## config.mk

```make
export PLATFORM = sky130hd
export DESIGN_NAME = branch_hazard_ctrl_flat
export DESIGN_NICKNAME = d
export VERILOG_FILES = /design/src/rtl/branch_hazard_ctrl_if.sv /design/src/rtl/branch_hazard_ctrl.sv /design/src/flat_wrapper.sv
export SDC_FILE = /design/constraint.sdc
export NUM_CORES = 1
export LEC_CHECK = 0
export ABC_AREA = 1
export CAP_MARGIN = 5
export CORE_MARGIN = 4
export CORE_UTILIZATION = 35
export CTS_CLUSTER_SIZE = 16
export DETAILED_ROUTE_END_ITERATION = 16
export GPL_ROUTABILITY_DRIVEN = 0
export PLACE_DENSITY_LB_ADDON = 0.08
export SLEW_MARGIN = 20
export SYNTH_ARGS = -nofsm -noshare
export SYNTH_HDL_FRONTEND = slang
export SYNTH_SLANG_ARGS = --single-unit
```

## constraint.sdc

```tcl
create_clock -name CLK -period 6.9 [get_ports CLK]
set_input_delay 1.38 -clock CLK [delete_from_list [all_inputs] [get_ports CLK]]
set_output_delay 1.38 -clock CLK [all_outputs]
set_load 0.01 [all_outputs]
```

## src/rtl/branch_hazard_ctrl_if.sv

```systemverilog
// Decode-stage hazard/branch control bundle between the pipeline datapath and branch_hazard_ctrl.
interface branch_hazard_ctrl_if #(
    parameter int REG_AW = 3,
    parameter int CNT_W  = 16
);
    logic              id_valid;
    logic              id_branch;
    logic              id_jump;
    logic [REG_AW-1:0] id_rs1;
    logic [REG_AW-1:0] id_rs2;
    logic [REG_AW-1:0] ex_rd;
    logic              ex_regwrite;
    logic              ex_memread;
    logic [REG_AW-1:0] mem_rd;
    logic              mem_regwrite;
    logic              mem_memread;

    logic              pc_write;
    logic              ifid_write;
    logic              ifid_flush;
    logic              idex_bubble;
    logic              cmp_mux1_sel;
    logic              cmp_mux2_sel;
    logic              stalling;
    logic [CNT_W-1:0]  stall_count;

    modport master (
        output id_valid, id_branch, id_jump, id_rs1, id_rs2,
               ex_rd, ex_regwrite, ex_memread,
               mem_rd, mem_regwrite, mem_memread,
        input  pc_write, ifid_write, ifid_flush, idex_bubble,
               cmp_mux1_sel, cmp_mux2_sel, stalling, stall_count
    );

    modport slave (
        input  id_valid, id_branch, id_jump, id_rs1, id_rs2,
               ex_rd, ex_regwrite, ex_memread,
               mem_rd, mem_regwrite, mem_memread,
        output pc_write, ifid_write, ifid_flush, idex_bubble,
               cmp_mux1_sel, cmp_mux2_sel, stalling, stall_count
    );
endinterface

```

## src/rtl/branch_hazard_ctrl.sv

```systemverilog
// Decode-stage branch sequencing: comparator operand select, stall on unavailable operands,
// IF/ID flush after a taken redirect, and a saturating stall-cycle counter.
module branch_hazard_ctrl #(
    parameter int REG_AW      = 3,
    parameter int ZERO_REG_EN = 1,
    parameter int CNT_W       = 16
) (
    input  logic                 CLK,
    input  logic                 Reset,
    branch_hazard_ctrl_if.slave  bus
);

    typedef enum logic [1:0] {
        RUN   = 2'd0,
        HOLD  = 2'd1,
        FLUSH = 2'd2
    } state_t;

    state_t           state_q;
    state_t           state_d;
    logic [CNT_W-1:0] cnt_q;

    logic [1:0] need1;
    logic [1:0] need2;
    logic [1:0] need_max;
    logic       fwd_sel1;
    logic       fwd_sel2;

    logic pc_write_c;
    logic ifid_write_c;
    logic ifid_flush_c;
    logic idex_bubble_c;
    logic sel1_c;
    logic sel2_c;
    logic stalling_c;

    // Returns {need[1:0], sel}; EX is checked first so the younger producer wins.
    function automatic logic [2:0] op_eval(
        input logic              qual,
        input logic [REG_AW-1:0] rs,
        input logic [REG_AW-1:0] e_rd,
        input logic              e_rw,
        input logic              e_mr,
        input logic [REG_AW-1:0] m_rd,
        input logic              m_rw,
        input logic              m_mr
    );
        logic [2:0] r;
        r = 3'b001;
        if (qual && !((ZERO_REG_EN != 0) && (rs == '0))) begin
            if (e_rw && (e_rd == rs)) begin
                r = e_mr ? 3'b101 : 3'b011;
            end else if (m_rw && (m_rd == rs)) begin
                r = m_mr ? 3'b011 : 3'b000;
            end
        end
        return r;
    endfunction

    always_comb begin
        logic       qual;
        logic [2:0] r1;
        logic [2:0] r2;
        qual = bus.id_valid && bus.id_branch;
        r1 = op_eval(qual, bus.id_rs1, bus.ex_rd, bus.ex_regwrite, bus.ex_memread,
                     bus.mem_rd, bus.mem_regwrite, bus.mem_memread);
        r2 = op_eval(qual, bus.id_rs2, bus.ex_rd, bus.ex_regwrite, bus.ex_memread,
                     bus.mem_rd, bus.mem_regwrite, bus.mem_memread);
        need1    = r1[2:1];
        fwd_sel1 = r1[0];
        need2    = r2[2:1];
        fwd_sel2 = r2[0];
        need_max = (need1 > need2) ? need1 : need2;
    end

    // Outputs are gated by Reset so the RUN defaults appear immediately, whatever the inputs.
    always_comb begin
        pc_write_c    = 1'b1;
        ifid_write_c  = 1'b1;
        ifid_flush_c  = 1'b0;
        idex_bubble_c = 1'b0;
        sel1_c        = 1'b1;
        sel2_c        = 1'b1;
        stalling_c    = 1'b0;
        state_d       = state_q;
        if (Reset) begin
            state_d = RUN;
        end else begin
            case (state_q)
                RUN: begin
                    if (need_max != 2'd0) begin
                        pc_write_c    = 1'b0;
                        ifid_write_c  = 1'b0;
                        idex_bubble_c = 1'b1;
                        stalling_c    = 1'b1;
                        if (need_max == 2'd2) begin
                            state_d = HOLD;
                        end
                    end else begin
                        sel1_c = fwd_sel1;
                        sel2_c = fwd_sel2;
                        if (bus.id_valid && bus.id_jump) begin
                            ifid_flush_c = 1'b1;
                            state_d      = FLUSH;
                        end
                    end
                end
                HOLD: begin
                    pc_write_c    = 1'b0;
                    ifid_write_c  = 1'b0;
                    idex_bubble_c = 1'b1;
                    stalling_c    = 1'b1;
                    state_d       = RUN;
                end
                FLUSH: begin
                    state_d = RUN;
                end
                default: begin
                    state_d = RUN;
                end
            endcase
        end
    end

    always_ff @(posedge CLK or posedge Reset) begin
        if (Reset) begin
            state_q <= RUN;
            cnt_q   <= '0;
        end else begin
            state_q <= state_d;
            if (stalling_c && (cnt_q != '1)) begin
                cnt_q <= cnt_q + 1'b1;
            end
        end
    end

    assign bus.pc_write     = pc_write_c;
    assign bus.ifid_write   = ifid_write_c;
    assign bus.ifid_flush   = ifid_flush_c;
    assign bus.idex_bubble  = idex_bubble_c;
    assign bus.cmp_mux1_sel = sel1_c;
    assign bus.cmp_mux2_sel = sel2_c;
    assign bus.stalling     = stalling_c;
    assign bus.stall_count  = cnt_q;

endmodule

```

## src/flat_wrapper.sv

```systemverilog
// flat-port wrapper written by rule: the top's interface ports become plain ports
module branch_hazard_ctrl_flat 
#(
    parameter int REG_AW      = 3,
    parameter int ZERO_REG_EN = 1,
    parameter int CNT_W       = 16
)
  (CLK, Reset, bus_id_valid, bus_id_branch, bus_id_jump, bus_id_rs1, bus_id_rs2, bus_ex_rd, bus_ex_regwrite, bus_ex_memread, bus_mem_rd, bus_mem_regwrite, bus_mem_memread, bus_pc_write, bus_ifid_write, bus_ifid_flush, bus_idex_bubble, bus_cmp_mux1_sel, bus_cmp_mux2_sel, bus_stalling, bus_stall_count);
  branch_hazard_ctrl_if #(.REG_AW(REG_AW), .CNT_W(CNT_W)) bus_i ();
  input  logic CLK;
  input  logic Reset;
  input wire logic [$bits(bus_i.id_valid)-1:0] bus_id_valid;
  input wire logic [$bits(bus_i.id_branch)-1:0] bus_id_branch;
  input wire logic [$bits(bus_i.id_jump)-1:0] bus_id_jump;
  input wire logic [$bits(bus_i.id_rs1)-1:0] bus_id_rs1;
  input wire logic [$bits(bus_i.id_rs2)-1:0] bus_id_rs2;
  input wire logic [$bits(bus_i.ex_rd)-1:0] bus_ex_rd;
  input wire logic [$bits(bus_i.ex_regwrite)-1:0] bus_ex_regwrite;
  input wire logic [$bits(bus_i.ex_memread)-1:0] bus_ex_memread;
  input wire logic [$bits(bus_i.mem_rd)-1:0] bus_mem_rd;
  input wire logic [$bits(bus_i.mem_regwrite)-1:0] bus_mem_regwrite;
  input wire logic [$bits(bus_i.mem_memread)-1:0] bus_mem_memread;
  output wire logic [$bits(bus_i.pc_write)-1:0] bus_pc_write;
  output wire logic [$bits(bus_i.ifid_write)-1:0] bus_ifid_write;
  output wire logic [$bits(bus_i.ifid_flush)-1:0] bus_ifid_flush;
  output wire logic [$bits(bus_i.idex_bubble)-1:0] bus_idex_bubble;
  output wire logic [$bits(bus_i.cmp_mux1_sel)-1:0] bus_cmp_mux1_sel;
  output wire logic [$bits(bus_i.cmp_mux2_sel)-1:0] bus_cmp_mux2_sel;
  output wire logic [$bits(bus_i.stalling)-1:0] bus_stalling;
  output wire logic [$bits(bus_i.stall_count)-1:0] bus_stall_count;
  assign bus_i.id_valid = bus_id_valid;
  assign bus_i.id_branch = bus_id_branch;
  assign bus_i.id_jump = bus_id_jump;
  assign bus_i.id_rs1 = bus_id_rs1;
  assign bus_i.id_rs2 = bus_id_rs2;
  assign bus_i.ex_rd = bus_ex_rd;
  assign bus_i.ex_regwrite = bus_ex_regwrite;
  assign bus_i.ex_memread = bus_ex_memread;
  assign bus_i.mem_rd = bus_mem_rd;
  assign bus_i.mem_regwrite = bus_mem_regwrite;
  assign bus_i.mem_memread = bus_mem_memread;
  assign bus_pc_write = bus_i.pc_write;
  assign bus_ifid_write = bus_i.ifid_write;
  assign bus_ifid_flush = bus_i.ifid_flush;
  assign bus_idex_bubble = bus_i.idex_bubble;
  assign bus_cmp_mux1_sel = bus_i.cmp_mux1_sel;
  assign bus_cmp_mux2_sel = bus_i.cmp_mux2_sel;
  assign bus_stalling = bus_i.stalling;
  assign bus_stall_count = bus_i.stall_count;
  branch_hazard_ctrl #(.REG_AW(REG_AW), .ZERO_REG_EN(ZERO_REG_EN), .CNT_W(CNT_W)) u_core (.CLK(CLK), .Reset(Reset), .bus(bus_i));
endmodule
```

== After elaboration in Yosys (flattened, before gate mapping) ==
Index checks and enable logic that the tools add are counted.

* Memory bits (read-only): 0
* Bits in writable memories: 0
* Output and inout bits: 23
* Latch bits: 0
* Logic and storage cells: 59
* Bits in registers: 18
* Input bits: 21
* Memories: 0

* Reductions and logical operators: 16
* Mux-type cells: 30
* Shifts and indexed selects: 0
* Multipliers: 0
* Bitwise logic cells: 0
* Magnitude comparators: 1
* Add/sub/neg operators: 1
* Equality and inequality tests: 9
* Divide/modulo/power cells: 0

{| class="wikitable"
|+ Operator list
! kind !! count
|-
| $mux W3 || 7
|-
| $add A16 B1 Y16 const B || 1
|-
| $ne A16 B16 Y1 const B || 1
|-
| $mux W1 || 14
|-
| $mux W2 || 7
|-
| $eq A3 B3 Y1 || 4
|-
| $logic_and A1 B1 Y1 || 9
|-
| $logic_not A3 Y1 || 2
|-
| $ne A4 B2 Y1 const B || 1
|-
| $ne A4 B4 Y1 const B || 1
|-
| $pmux W1 S2 || 2
|-
| $eq A2 B1 Y1 const B || 1
|-
| $eq A2 B2 Y1 const B || 1
|-
| $gt A2 B2 Y1 || 1
|-
| $logic_not A1 Y1 || 2
|-
| $logic_not A2 Y1 || 1
|-
| $reduce_and A2 Y1 || 1
|-
| $reduce_bool A2 Y1 || 1
|}

== Depth between registers and ports, before layout ==
Gate-level depths: netlist of the first run.

* Depth after elaboration: 12
* Mapped depth: 17

== Worst setup path after synthesis of the first run ==
OpenSTA, ideal clock, no wires.

* Kind: input port to output port
* Start: input port bus_id_rs1[0]
* End: output port bus_stalling
* Path slack: 2,431 ps
* Path buffers: 2
* Stages: 16
* Arrival: 3,089 ps
* Cell sequence: inv_1 -> nor2_1 -> nor2_1 -> nand3_1 -> nor2_1 -> ha_1 -> nor2_1 -> nor2_1 -> nand2_1 -> inv_1 -> nand2_2 -> nand3_4 -> buf_2 -> nand2_1 -> inv_1 -> buf_4

* Cells in the longest elaborated chain, start to end: 11
* Elaborated cells between the ends (all ways): 16
* Those cells by class: order compare: 1; eq/ne: 2; mux: 7; reduce/logical: 6

{| class="wikitable"
|+ RTL lines
! element !! RTL line !! RTL
|-
| start: declaration || flat_wrapper.sv:15 || <nowiki>input wire logic [$bits(bus_i.id_rs1)-1:0] bus_id_rs1;</nowiki>
|-
| $eq A3 B3 Y1 || branch_hazard_ctrl.sv:53 || <nowiki>end else if (m_rw && (m_rd == rs)) begin</nowiki>
|-
| $logic_and A1 B1 Y1 || branch_hazard_ctrl.sv:53 ||
|-
| $mux W3 || branch_hazard_ctrl.sv:53 ||
|-
| $mux W3 || branch_hazard_ctrl.sv:51 || <nowiki>if (e_rw && (e_rd == rs)) begin</nowiki>
|-
| $mux W3 * || branch_hazard_ctrl.sv:50 || <nowiki>if (qual && !((ZERO_REG_EN != 0) && (rs == '0))) begin</nowiki>
|-
| $gt A2 B2 Y1 || branch_hazard_ctrl.sv:73 || <nowiki>need_max = (need1 > need2) ? need1 : need2;</nowiki>
|-
| $mux W2 * || branch_hazard_ctrl.sv:73 ||
|-
| $reduce_bool A2 Y1 * || branch_hazard_ctrl.sv:91 || <nowiki>if (need_max != 2'd0) begin</nowiki>
|-
| $mux W1 * || - ||
|-
| $pmux W1 S2 * || - ||
|-
| $mux W1 * || - ||
|-
| end: declaration || flat_wrapper.sv:29 || <nowiki>output wire logic [$bits(bus_i.stalling)-1:0] bus_stalling;</nowiki>
|}

Every way passes the cells marked *; elsewhere a longest branch is shown, timed or not.

== Worst setup path in the final report of the first run ==
* Start: input port bus_id_rs1[2]
* End: output port bus_ifid_flush

* Cells in the longest elaborated chain, start to end: 11
* Elaborated cells between the ends (all ways): 16
* Those cells by class: order compare: 1; eq/ne: 2; mux: 7; reduce/logical: 6

{| class="wikitable"
|+ RTL lines
! element !! RTL line !! RTL
|-
| $eq A3 B3 Y1 || branch_hazard_ctrl.sv:53 ||
|-
| $logic_and A1 B1 Y1 || branch_hazard_ctrl.sv:53 ||
|-
| $mux W3 || branch_hazard_ctrl.sv:53 ||
|-
| $mux W3 || branch_hazard_ctrl.sv:51 ||
|-
| $mux W3 * || branch_hazard_ctrl.sv:50 ||
|-
| $gt A2 B2 Y1 || branch_hazard_ctrl.sv:73 ||
|-
| $mux W2 * || branch_hazard_ctrl.sv:73 ||
|-
| $reduce_bool A2 Y1 * || branch_hazard_ctrl.sv:91 ||
|-
| $mux W1 * || branch_hazard_ctrl.sv:91 ||
|-
| $mux W1 * || branch_hazard_ctrl.sv:89 || <nowiki>case (state_q)</nowiki>
|-
| $mux W1 * || branch_hazard_ctrl.sv:86 || <nowiki>if (Reset) begin</nowiki>
|-
| end: declaration || flat_wrapper.sv:25 || <nowiki>output wire logic [$bits(bus_i.ifid_flush)-1:0] bus_ifid_flush;</nowiki>
|}

Marks and branches as above.

==> results of run 1 <==
critical path, delay by kind of cell:
kind          cells  cell delay [ps]
simple gates     12             1190
fa+ha+maj         1              250
buf+inv           5             1350
layout make-up:
cell class                 count  share of cell area [%]
multi-input combinational    177                    45.9
sequential                    18                    22.0
timing repair buffer          44                    21.4
inverter                      30                    5.51
tap                           50                    3.06
clock buffer                   3                    2.02
worst max-delay path by stage:
stage | startpoint | to | slack (ps) | cells past startpoint
floorplan | bus_id_rs1[0] | bus_stalling | 2430 | 16
global placement | bus_id_rs1[2] | bus_ifid_flush | 1370 | 18
detailed placement | bus_id_rs1[2] | bus_ifid_flush | 1350 | 18
CTS | bus_id_rs1[2] | bus_ifid_flush | 1340 | 18
global route | bus_ex_rd[2] | bus_ifid_flush | 1030 | 18
finish | bus_id_rs1[2] | bus_ifid_flush | 1370 | 18
power breakdown:
| group | switching (mW) | internal (mW) |
|---|---|---|
| Combinational | 0.0430 | 0.0415 |
| Clock | 0.0319 | 0.0387 |
| Sequential | 0.0151 | 0.114 |
| Total | 0.0899 | 0.194 |
flip-flops by register name, summed over array words and instances, names as in the netlist:
| name | count |
|---|---|
| u_core.bus.stall_count | 16 |
| u_core.state_q | 2 |
layer usage:
metal	global-route usage [%]	wire, um	up-vias	part of all wire, %
li1	-	-	828	-
met1	22.2	2000	705	52
met2	24.0	1670	43	43
met3	2.97	190	2	4.9
met4	2.37	15	0	0.39
met5	0	0	-	0
kinds of logic (layout without fill, tap and decap cells):
logic type               Yosys count  count (layout)  synth area share [%]
AND/OR/NAND/NOR                  154             154                  47.8
AO/OA/AOI/OAI                      4               4                  1.46
buffers and inverters             37              77                  10.1
XOR/XNOR                          16              16                  9.07
adder cells (fa/ha/maj)            3               3                  2.43
flip-flops                        18              18                  29.1
cells in the mapped netlist, types with 2 or more instances:
cell type / count
nand3_1: 14
o21ai_0: 2
clkbuf_1: 2
nand4_1: 22
nand3_4: 2
dfrtp_1: 18
nand2_2: 3
nor2_1: 25
ha_1: 3
xnor2_1: 5
xor2_1: 11
inv_2: 2
nand2_1: 75
inv_1: 27
buf_2: 2
buf_4: 2
nor3_1: 5
metrics by stage:
stage	instance area [um2]	worst slack (ps)	instances	util [%]
final	2040	1370	322	49.3
after detailed placement	2000	1350	319	48.3
after global routing	2040	1030	322	49.3
after CTS	2040	1340	322	49.3
after floorplan	1550	2430	232	-
after global placement	2000	1370	319	48.3
==> impl_metrics.yaml, run 1 <==
setup_path:
  arrival_ps: 4150
  worstPathRequired_ps: 5520
  crit_chain: "clkdlybuf4s50_1, inv_2, nand2_1, nand2_1, nor2_1, nand3_1, nor2_1, ha_1, nor2_1, nor2_1, nand2_1, inv_1, nand2_2, nand3_4, inv_1, nand2_1, nor2_1, clkdlybuf4s50_1"
  crit_top_cell: "nor2_1"
  critPathMaxStageDelay_ps: 550
  rr_startpoint: "u_core.bus.stall_count[0]$_DFFE_PP0P_"
  worstSetupPathType: "in2out"
  rr_worst_depth: 9
  r2r_end: "u_core.bus.stall_count[8]$_DFFE_PP0P_"
  crit_slowest_cell: "clkdlybuf4s50_1"
  critPathCaptureType: "output pin"
  r2r_slack_ps: 4890
  path_max_fanout: 19
  crit_path_start_kind: "input pin"
sta:
  finalHoldViolations: 0
  min_period_ps: 5530
  rsz0062_at_grt: "no"
  setup-tns-final_ps: 0
  period_share_pct: 80.2
  worst_hold_slack_ps: 526
  relSlewSlack_pct: 52.3
  worst_pin_slew_ps: 715
  skew_ps: 5.07
  finalSetupViolations: 0
  max_freq_ghz: 0.181
  drv_slew: 0
cts:
  insertion_delay_ps: 250
  cts.root.buffer_cell: "clkbuf_8"
  numCtsBuffers: 3
  cts_resized: 0
  ctsHoldBuffers: 0
  clkTransAtPathRegs_ps: 60
  cts_max_level: 1
  clkSinkCount: 18
  post_cts_buffers: 0
  cts_max_path_buffers: 2
  cts_tree: "done"
power_and_ir_drop:
  ir_drop_uv: 157
  p_total_mw: 0.284
  power.leakage_nw: 0.993
  power.density_mw_per_mm2: 139
yosys:
  synth_cell_types: 29
  yosys_warnings: 0
  seq_area_frac_synth_pct: 29.1
  synth_top_flop_cell: "dfrtp_1"
  synth.avg_cell_area_um2: 6.66
  synth_nets: 256
  synth-edff-count: 0
  ys_ff_latch: 18
  synth_area_leaders: "dfrtp_1, nand2_1, nand4_1, inv_1, xor2_1"
  async_flop_share_pct: 100
  synthCells: 232
  netlist_area_mm2: 0.00155
  netlist.area_leader.share_pct: 29.1
  yosysTopAreaCell: "dfrtp_1"
layout:
  area.sequential_um2: 450
  drive_gt1_share_pct: 5.51
  multi_input_area_um2: 938
  layout_commonest_cell: "nand2_1"
  fin_nets: 298
  final_cell_mix: "nand2_1, clkdlybuf4s50_1, inv_1"
  antenna_cells: 0
  syn_to_final_growth_pct: 32.2
  nFillCells: 435
die:
  core_mm2: 0.00414
  die_area_mm2: 0.00554
  die_w_um: 74.4
  start_util_pct: 37.3
  rows: 23
  die_h_um: 74.4
  io_pins: 44
global_route:
  grt_max_degree: 22
  grt_pass1_wl_um: 6730
  gr-usage-all-layers_pct: 15.3
  grt_pass1_vias: 1494
  overflow: 0
  antenna_found_initial: 0
routing:
  drtIter0Drc: 95
  routed_wl_um: 3880
  drt_first_pass_iters: 4
  drt-vias-per-instance: 4.90
  routedWlPerCell_um: 12.1
  via_count: 1578
  drc: 0
  final_antenna_net_count: 0
min_path:
  worstHoldStart: "u_core.bus.stall_count[5]$_DFFE_PP0P_"
  hold_end: "u_core.bus.stall_count[5]$_DFFE_PP0P_"
  hold_path_depth: 2
  hp-class: "reg2reg"
placement:
  port_buffers: 43
  hpwl_um: 3030
flow_run:
  cap_violations: 0
status:
  status: "completed"
No activity file was read; power rests on OpenSTA's default activity.
==> run 2: changes to the inputs <==
==> constraint.sdc (replaced) <==
create_clock -name CLK -period 5.2 [get_ports CLK]
set_input_delay 1.04 -clock CLK [delete_from_list [all_inputs] [get_ports CLK]]
set_output_delay 1.04 -clock CLK [all_outputs]
set_load 0.01 [all_outputs]
==> run 2 against run 1 <==
Net effect:
- count of clock-buffer cells in the layout stayed put
- final cell count stayed put
- register-to-register slack got worse by 1700 ps
==> impl_metrics.yaml, run 2 (synthesized netlist as in run 1, its figures left out) <==
status:
  status: "completed"
sta:
  worst_hold_slack_ps: 531
  min_period_ps: 4830
  period_share_pct: 92.9
  setup-tns-final_ps: 0
  finalSetupViolations: 0
  relSlewSlack_pct: 53.8
  max_freq_ghz: 0.207
  drv_slew: 0
  skew_ps: 3.69
  rsz0062_at_grt: "no"
  finalHoldViolations: 0
  worst_pin_slew_ps: 692
routing:
  drt-vias-per-instance: 4.94
  drt_first_pass_iters: 4
  final_antenna_net_count: 0
  routed_wl_um: 3930
  drc: 0
  drtIter0Drc: 120
  via_count: 1590
  routedWlPerCell_um: 12.2
layout:
  layout_commonest_cell: "nand2_1"
  final_cell_mix: "nand2_1, clkdlybuf4s50_1, inv_1"
  syn_to_final_growth_pct: 32.2
  fin_nets: 298
  antenna_cells: 0
  largest_reg_flops: 16
  drive_gt1_share_pct: 5.51
  fin_util_pct: 49.3
power_and_ir_drop:
  ir_drop_uv: 161
  power.leakage_nw: 0.993
  power.density_mw_per_mm2: 185
global_route:
  grt_pass1_vias: 1469
  grt_pass1_wl_um: 6680
  antenna_found_initial: 0
  gr-usage-all-layers_pct: 15.4
  overflow: 0
  grt_max_degree: 22
die:
  die_h_um: 74.4
  core_mm2: 0.00414
  die_w_um: 74.4
  rows: 23
  start_util_pct: 37.3
  die_area_mm2: 0.00554
  io_pins: 44
cts:
  cts_tree: "done"
  insertion_delay_ps: 250
  ctsHoldBuffers: 0
  clkSinkCount: 18
  clkTransAtPathRegs_ps: 70
  cts_max_path_buffers: 2
  cts.root.buffer_cell: "clkbuf_8"
  cts_resized: 0
  post_cts_buffers: 0
  cts_max_level: 1
  numCtsBuffers: 3
min_path:
  hold_path_depth: 2
  hp-class: "reg2reg"
flow_run:
  cap_violations: 0
setup_path:
  worst-path-stages: 18
  critPathCaptureType: "output pin"
  path_buf_inv: 5
  crit_path_start_kind: "input pin"
  crit_slowest_cell: "clkdlybuf4s50_1"
  path_delay_family: "buffers and inverters"
  worstSetupPathType: "in2out"
  arrival_ps: 3790
  crit_top_cell: "nor2_1"
  worstPathRequired_ps: 4160
  rr_worst_depth: 9
  critPathMaxStageDelay_ps: 540
  crit_chain: "clkdlybuf4s50_1, inv_2, nand2_1, nand2_1, nor2_1, nand3_1, nor2_1, ha_1, nor2_1, nor2_1, nand2_1, inv_1, nand2_2, nand3_4, inv_1, nand2_1, nor2_1, clkdlybuf4s50_1"
  path_max_fanout: 19
placement:
  port_buffers: 43
  hpwl_um: 3050
## run 2: cell counts in the layout (fill, tap and decap cells not counted)
Identical to the previous run, type by type.
## run 2: worst reg2reg max path, stage by stage, from the launching register on
cell and delay (ps):
dfrtp_1 480, ha_1 280, nand3_1 130, inv_1 130
nand3_1 130, clkinv_1 100, nand4_4 240, nand3_4 300
nand2_1 80, nand2_1 70
## run 2: cell type report
class                   count  area [um2]
clock buffers               3        41.3
well taps                  50        62.6
inverters                  30         113
fillers                   447        2100
multi-input cells         177         938
repair buffers             44         438
flip-flops and latches     18         450
## run 2: report_power, final
part	total (mW)	switching [mW]	internal, mW
Sequential	0.171	0.0198	0.151
Combinational	0.112	0.0565	0.0551
Clock	0.0960	0.0446	0.0514
## run 2: stage by stage
step / power (mW) / area [um2] / setup slack, ps / cells
global route: 0.405 / 2040 / 10.4 / 322
floorplan: 0.228 / 1550 / 1410 / 232
global placement: 0.285 / 2000 / 388 / 319
CTS: 0.384 / 2040 / 334 / 322
detailed placement: 0.284 / 2000 / 339 / 319
finish: 0.379 / 2040 / 368 / 322
## run 2: layer usage
layer  track usage, %  share of wire [%]  vias up
met5                0                  0        -
met4             4.15               0.99        0
met3             3.51                6.1        4
met2             22.7                 42       41
met1             22.4                 51      718
li1                 -                  -      827
## run 2: path summary, 6_finish.rpt
path | from | slack [ps] | to
min | u_core.bus.stall_count[5]$_DFFE_PP0P_ | 530 | u_core.bus.stall_count[5]$_DFFE_PP0P_
max | bus_id_rs1[2] | 370 | bus_ifid_flush
min in group asynchronous | Reset | 1250 | u_core.bus.stall_count[0]$_DFFE_PP0P_
min reg2reg | u_core.bus.stall_count[5]$_DFFE_PP0P_ | 530 | u_core.bus.stall_count[5]$_DFFE_PP0P_
max reg2reg | u_core.bus.stall_count[0]$_DFFE_PP0P_ | 3210 | u_core.bus.stall_count[11]$_DFFE_PP0P_
max in group asynchronous | Reset | 3510 | u_core.bus.stall_count[7]$_DFFE_PP0P_
